[config.mk]
export PLATFORM = sky130hd
export DESIGN_NAME = contador_verificador
export DESIGN_NICKNAME = d
export VERILOG_FILES = /design/src/rtl/contador_verificador.sv
export SDC_FILE = /design/constraint.sdc
export NUM_CORES = 1
export LEC_CHECK = 0
export CORE_ASPECT_RATIO = 1.4
export CORE_MARGIN = 3
export CORE_UTILIZATION = 50
export CTS_BUF_LIST = sky130_fd_sc_hd__clkbuf_8
export CTS_CLUSTER_DIAMETER = 100
export DETAILED_ROUTE_END_ITERATION = 8
export PLACE_DENSITY_LB_ADDON = 0.2
export SLEW_MARGIN = 0
export SYNTH_ARGS = -nofsm -noshare
export SYNTH_HDL_FRONTEND = slang
export SYNTH_SLANG_ARGS = --single-unit
[constraint.sdc]
create_clock -name CLK -period 2.1 [get_ports CLK]
set_clock_uncertainty 0.1 [all_clocks]
set_input_delay 0.63 -clock CLK [delete_from_list [all_inputs] [get_ports CLK]]
set_output_delay 0.63 -clock CLK [all_outputs]
set_load 0.02 [all_outputs]
[src/rtl/contador_verificador.sv]
`default_nettype none
// ============================================================================
// Module      : contador_verificador
// Description : Checker/monitor for the 4-bit mode counter (up, down,
//               down-by-3, parallel load, registered RCO). Taps the counter's
//               stimulus and outputs, keeps a registered reference model,
//               compares every cycle once synchronised by a load, and reports
//               mismatch pulses, a sticky failure flag and saturating
//               error/check counters.
// Option      : CONTADOR_VERIF_RESYNC_EN - when defined, FAULT falls back to
//               UNSYNC on the next edge so checking resumes after a new load.
//               When undefined, FAULT is terminal until RESET.
// Revision    : 1.0 - initial release
// ============================================================================
module contador_verificador #(
    parameter int BITS  = 4,
    parameter int CNT_W = 8
) (
    input  logic             CLK,
    input  logic             RESET,
    input  logic             ENB,
    input  logic [1:0]       MODO,
    input  logic [BITS-1:0]  D,
    input  logic [BITS-1:0]  Q,
    input  logic             RCO,
    output logic [1:0]       STATE,
    output logic             ERR_Q,
    output logic             ERR_RCO,
    output logic             FAIL,
    output logic [CNT_W-1:0] ERR_CNT,
    output logic [CNT_W-1:0] CHK_CNT
);

    typedef enum logic [1:0] {
        ST_UNSYNC = 2'b00,
        ST_TRACK  = 2'b01,
        ST_FAULT  = 2'b10
    } state_t;

    localparam logic [1:0]       c_MODO_UP   = 2'b00;
    localparam logic [1:0]       c_MODO_DOWN = 2'b01;
    localparam logic [1:0]       c_MODO_DN3  = 2'b10;
    localparam logic [BITS-1:0]  c_Q_ONE     = {{(BITS-1){1'b0}}, 1'b1};
    localparam logic [BITS-1:0]  c_Q_THREE   = {{(BITS-2){1'b0}}, 2'b11};
    localparam logic [CNT_W-1:0] c_CNT_ONE   = {{(CNT_W-1){1'b0}}, 1'b1};
    localparam logic [CNT_W-1:0] c_CNT_MAX   = {CNT_W{1'b1}};

    state_t             r_state;
    logic [BITS-1:0]    r_exp_q;
    logic               r_exp_rco;
    logic               r_err_q;
    logic               r_err_rco;
    logic               r_fail;
    logic [CNT_W-1:0]   r_err_cnt;
    logic [CNT_W-1:0]   r_chk_cnt;

    state_t             w_state_nxt;
    logic [BITS-1:0]    w_exp_q_nxt;
    logic               w_exp_rco_nxt;
    logic               w_err_q_nxt;
    logic               w_err_rco_nxt;
    logic               w_fail_nxt;
    logic [CNT_W-1:0]   w_err_cnt_nxt;
    logic [CNT_W-1:0]   w_chk_cnt_nxt;

    logic [BITS-1:0]    w_model_q;
    logic               w_model_rco;
    logic               w_mis_q;
    logic               w_mis_rco;

    // Reference counter step, always advanced from the model, never from Q
    always_comb begin
        w_model_q   = r_exp_q;
        w_model_rco = r_exp_rco;
        if (ENB) begin
            case (MODO)
                c_MODO_UP:   begin w_model_q = r_exp_q + c_Q_ONE;   w_model_rco = 1'b0; end
                c_MODO_DOWN: begin w_model_q = r_exp_q - c_Q_ONE;   w_model_rco = 1'b0; end
                c_MODO_DN3:  begin w_model_q = r_exp_q - c_Q_THREE; w_model_rco = 1'b0; end
                default:     begin w_model_q = D;                   w_model_rco = 1'b1; end
            endcase
        end
    end

    assign w_mis_q   = (Q != r_exp_q);
    assign w_mis_rco = (RCO != r_exp_rco);

    // Next-state and next-output logic; error pulses default low every cycle
    always_comb begin
        w_state_nxt   = r_state;
        w_exp_q_nxt   = r_exp_q;
        w_exp_rco_nxt = r_exp_rco;
        w_err_q_nxt   = 1'b0;
        w_err_rco_nxt = 1'b0;
        w_fail_nxt    = r_fail;
        w_err_cnt_nxt = r_err_cnt;
        w_chk_cnt_nxt = r_chk_cnt;
        case (r_state)
            ST_UNSYNC: begin
                // Counter content is unknown until it is loaded
                if (ENB && (MODO == 2'b11)) begin
                    w_exp_q_nxt   = D;
                    w_exp_rco_nxt = 1'b1;
                    w_state_nxt   = ST_TRACK;
                end
            end
            ST_TRACK: begin
                w_chk_cnt_nxt = (r_chk_cnt == c_CNT_MAX) ? r_chk_cnt : r_chk_cnt + c_CNT_ONE;
                // Model advances even on a mismatch; FAULT makes it irrelevant
                w_exp_q_nxt   = w_model_q;
                w_exp_rco_nxt = w_model_rco;
                w_err_q_nxt   = w_mis_q;
                w_err_rco_nxt = w_mis_rco;
                if (w_mis_q || w_mis_rco) begin
                    w_err_cnt_nxt = (r_err_cnt == c_CNT_MAX) ? r_err_cnt : r_err_cnt + c_CNT_ONE;
                    w_fail_nxt    = 1'b1;
                    w_state_nxt   = ST_FAULT;
                end
            end
            ST_FAULT: begin
`ifdef CONTADOR_VERIF_RESYNC_EN
                w_state_nxt = ST_UNSYNC;
`else
                w_state_nxt = ST_FAULT;
`endif
            end
            default: begin
                w_state_nxt = ST_UNSYNC;
            end
        endcase
    end

    // State and result registers with asynchronous reset
    always_ff @(posedge CLK or posedge RESET) begin
        if (RESET) begin
            r_state   <= ST_UNSYNC;
            r_exp_q   <= '0;
            r_exp_rco <= 1'b0;
            r_err_q   <= 1'b0;
            r_err_rco <= 1'b0;
            r_fail    <= 1'b0;
            r_err_cnt <= '0;
            r_chk_cnt <= '0;
        end else begin
            r_state   <= w_state_nxt;
            r_exp_q   <= w_exp_q_nxt;
            r_exp_rco <= w_exp_rco_nxt;
            r_err_q   <= w_err_q_nxt;
            r_err_rco <= w_err_rco_nxt;
            r_fail    <= w_fail_nxt;
            r_err_cnt <= w_err_cnt_nxt;
            r_chk_cnt <= w_chk_cnt_nxt;
        end
    end

    assign STATE   = r_state;
    assign ERR_Q   = r_err_q;
    assign ERR_RCO = r_err_rco;
    assign FAIL    = r_fail;
    assign ERR_CNT = r_err_cnt;
    assign CHK_CNT = r_chk_cnt;

endmodule
`default_nettype wire

==> run_results.csv <==
group,metric,value,unit
timing,period_minus_slack,2.07,ns
timing,setup_viol,0,
worst_setup_path,path_depth,6,
timing,worst_pin_slew,0.374,ns
worst_setup_path,worstSetupStartpointType,"input port",
run,drv_cap,0,
grt,grt_usage,18.3,%
placement,dp_hpwl,2.41,mm
placement,placed_area,1910,um^2
floorplanning,dieWidth,51.4,um
timing,finalMaxSlewViolations,0,
cts,insertion_delay,0.27,ns
floorplanning,core.rowCount,22,
cts,cts_buffer_depth,2,
timing,finalHoldViolations,0,
worst_setup_path,reg2reg_depth,5,
power_and_ir_drop,p_per_area,1270,nW/um^2
drt,routed_wl,3.06,mm
placement,dp_slack,-0.590,ns
placement,place.gp.congestion,0.764,
worst_setup_path,endpoint_kind,"register",
placement,port_buffers,34,
synthesis,synth_edf_count,0,
worst_setup_path,critical_path.cell_chain,"clkdlybuf4s50_1, xnor2_1, nand4_2, nor2_2, or4_4, xnor2_2",
synthesis,yosysSeqAreaShare,45.1,%
cts,cts_inserted_buffers,3,
power_and_ir_drop,vdd_drop_max,735,uV
power_and_ir_drop,p_leak,0.945,nW
cts,ctsHtreeMaxLevel,1,
worst_setup_path,crit_buf_inv,1,
drt,ant_nets,0,
cells_and_area,final_nets,213,
synthesis,synthCells,136,
timing,worst_slack,0.0253,ns
grt,grt_pass1_vias,1258,
worst_setup_path,cp_max_fo,4,
drt,drt_iter0_drc,36,
cells_and_area,area_growth,40.6,%
outcome,status,"complete, no violations",
drt,drc,0,
floorplanning,ioPinCount,35,
cells_and_area,drive_above_1_share,22.0,%
grt,grt_max_degree,27,
floorplanning,dieArea,3580,um^2
floorplanning,core-area,2700,um^2
grt,antenna_found_initial,0,
synthesis,netlist_area,1440,um^2
synthesis,yosysUniqueCellTypes,37,
floorplanning,start_util,53.5,%
worst_setup_path,crit_slowest_cell,"or4_4",
grt,grt_pass1_wl,5.10,mm
synthesis,async_reset_ff_share,100,%
synthesis,yosys_register_bits,26,
cts,clockRootBuffer,"clkbuf_8",
synthesis,syn_area_per_cell,10.6,um^2
worst_setup_path,crit_required,2.16,ns
worst_setup_path,arrival,2.14,ns
cts,clkSinkCount,26,
cells_and_area,regArea,651,um^2
synthesis,synth_ff_type,"dfrtp_1",
floorplanning,die_height,69.6,um
cells_and_area,multi_input_area,791,um^2
synthesis,ys.warnings.count,0,
worst_setup_path,crit_family,"simple AND/OR/NAND/NOR gates",
drt,vias,1173,
drt,wl_per_cell,13.8,um
worst_hold_path,hp-class,"register to register",
worst_setup_path,worstSetupPathType,"input port to register",
cells_and_area,antennaDiodeCount,0,
timing,min_period_over_period,98.8,%
grt,gr-total-overflow,0,
timing,relSlewSlack,74.9,%
power_and_ir_drop,p_total,0.00257,W
timing,fmax,482,MHz
worst_hold_path,min_path_cells,1,
synthesis,syn_nets,161,
drt,routed_via_density,5.28,
worst_setup_path,critPathMaxStageDelay,0.55,ns
drt,dr.pass1.iters,4,
cells_and_area,n_fill_cell,202,
cts,path_clk_slew,0.09,ns
cells_and_area,fin_area,2030,um^2
cts,cts_tree,"done",
==> what timing repair did <==
| item | CTS | global route |
|---|---|---|
| hold buffers | 0 | 0 |
| setup buffers | 1 | 2 |
| endpoints found under the setup margin | 6 | 10 |
| pin swaps | 8 | 9 |
| resized for setup | 6 | 14 |
==> path summary, 6_finish.rpt <==
kind	startpoint	endpoint	slack [ns]
setup / recovery	Q[0]	ERR_CNT[5]$_DFFE_PP0P_	0.03
setup reg to reg	STATE[1]$_DFFE_PP0P_	ERR_CNT[5]$_DFFE_PP0P_	0.25
hold / removal	FAIL$_DFFE_PP0P_	FAIL$_DFFE_PP0P_	0.38
hold reg to reg	FAIL$_DFFE_PP0P_	FAIL$_DFFE_PP0P_	0.38
max in group asynchronous	RESET	r_exp_q[1]$_DFFE_PP0P_	1.04
min in group asynchronous	RESET	ERR_CNT[4]$_DFFE_PP0P_	0.61
==> logic make-up after synthesis <==
logic type               Yosys count  synth area share, %
AND/OR/NAND/NOR                   40                 15.2
flip-flops                        26                 45.1
AO/OA/AOI/OAI                     22                 9.62
XOR/XNOR                          17                 11.4
buffers and inverters             13                 3.38
adder cells (fa/ha/maj)           11                 10.1
multiplexers                       7                 5.37
==> final cells by class <==
cell class | instances | share of cell area (%)
sequential | 26 | 32.0
clock buffer | 3 | 2.03
inverter | 11 | 2.03
timing repair buffer | 49 | 22.7
multi-input combinational | 97 | 38.9
tap | 36 | 2.22
==> report_power, final <==
group / switching (W) / internal [W]
logic: 0.000654 / 0.000719
clock network: 0.000156 / 0.000129
registers: 0.000224 / 0.000688
==> Yosys cell counts (2+ instances only) <==
cell type | n | area share [%]
dfrtp_1 | 26 | 45
nand2_1 | 12 | 3.1
inv_1 | 11 | 2.9
xnor2_1 | 11 | 6.7
ha_1 | 10 | 8.7
a21oi_1 | 9 | 3.1
mux2_2 | 5 | 3.9
nand4_1 | 4 | 1.7
nor2_1 | 4 | 1.0
o21ai_0 | 4 | 1.4
xor2_1 | 4 | 2.4
nand2b_1 | 3 | 1.3
nand3_1 | 3 | 1.0
and3_1 | 2 | 0.87
clkbuf_1 | 2 | 0.52
nor3_1 | 2 | 0.69
o21ai_2 | 2 | 1.2
o22a_1 | 2 | 1.2
or3_1 | 2 | 0.87
==> registers in the layout, indices dropped and copies added, names as in the netlist <==
signal / cells
ERR_CNT: 8
r_exp_q: 4
CHK_CNT: 8
ERR_RCO: 1
STATE: 2
FAIL: 1
r_exp_rco: 1
ERR_Q: 1
==> metal layers <==
layer  share of wire, %  GRT usage [%]
met5                  0              0
met4                1.1           7.00
met3                4.6           2.58
met2                 57           35.0
met1                 37           19.0
==> placed cells by master, fill, tap and decap left out, drive strengths merged, types with 2 or more instances in the layout <==
master / count
mux2: 6
clkbuf: 4
o22a: 2
dfrtp: 26
nand2b: 3
nand4: 5
xnor2: 12
xor2: 5
nand3: 3
dlymetal6s2s: 6
buf: 15
or3: 2
nor2: 5
inv: 11
and2: 2
a21oi: 9
o21ai: 7
clkdlybuf4s50: 25
ha: 10
nor3: 2
and3: 2
nand2: 12
==> stage by stage <==
stage          hold WS [ns]  util, %  TNS [ns]  cells
5_1_grt               0.407     75.3   -0.0250    222
6_report              0.382     75.3         0    222
3_5_place_dp          0.356     70.9     -3.43    216
2_1_floorplan         0.398        -         0    136
3_3_place_gp          0.351     70.9     -2.88    216
4_1_cts               0.382     73.2         0    220
Power figures use the tool's default switching activity.
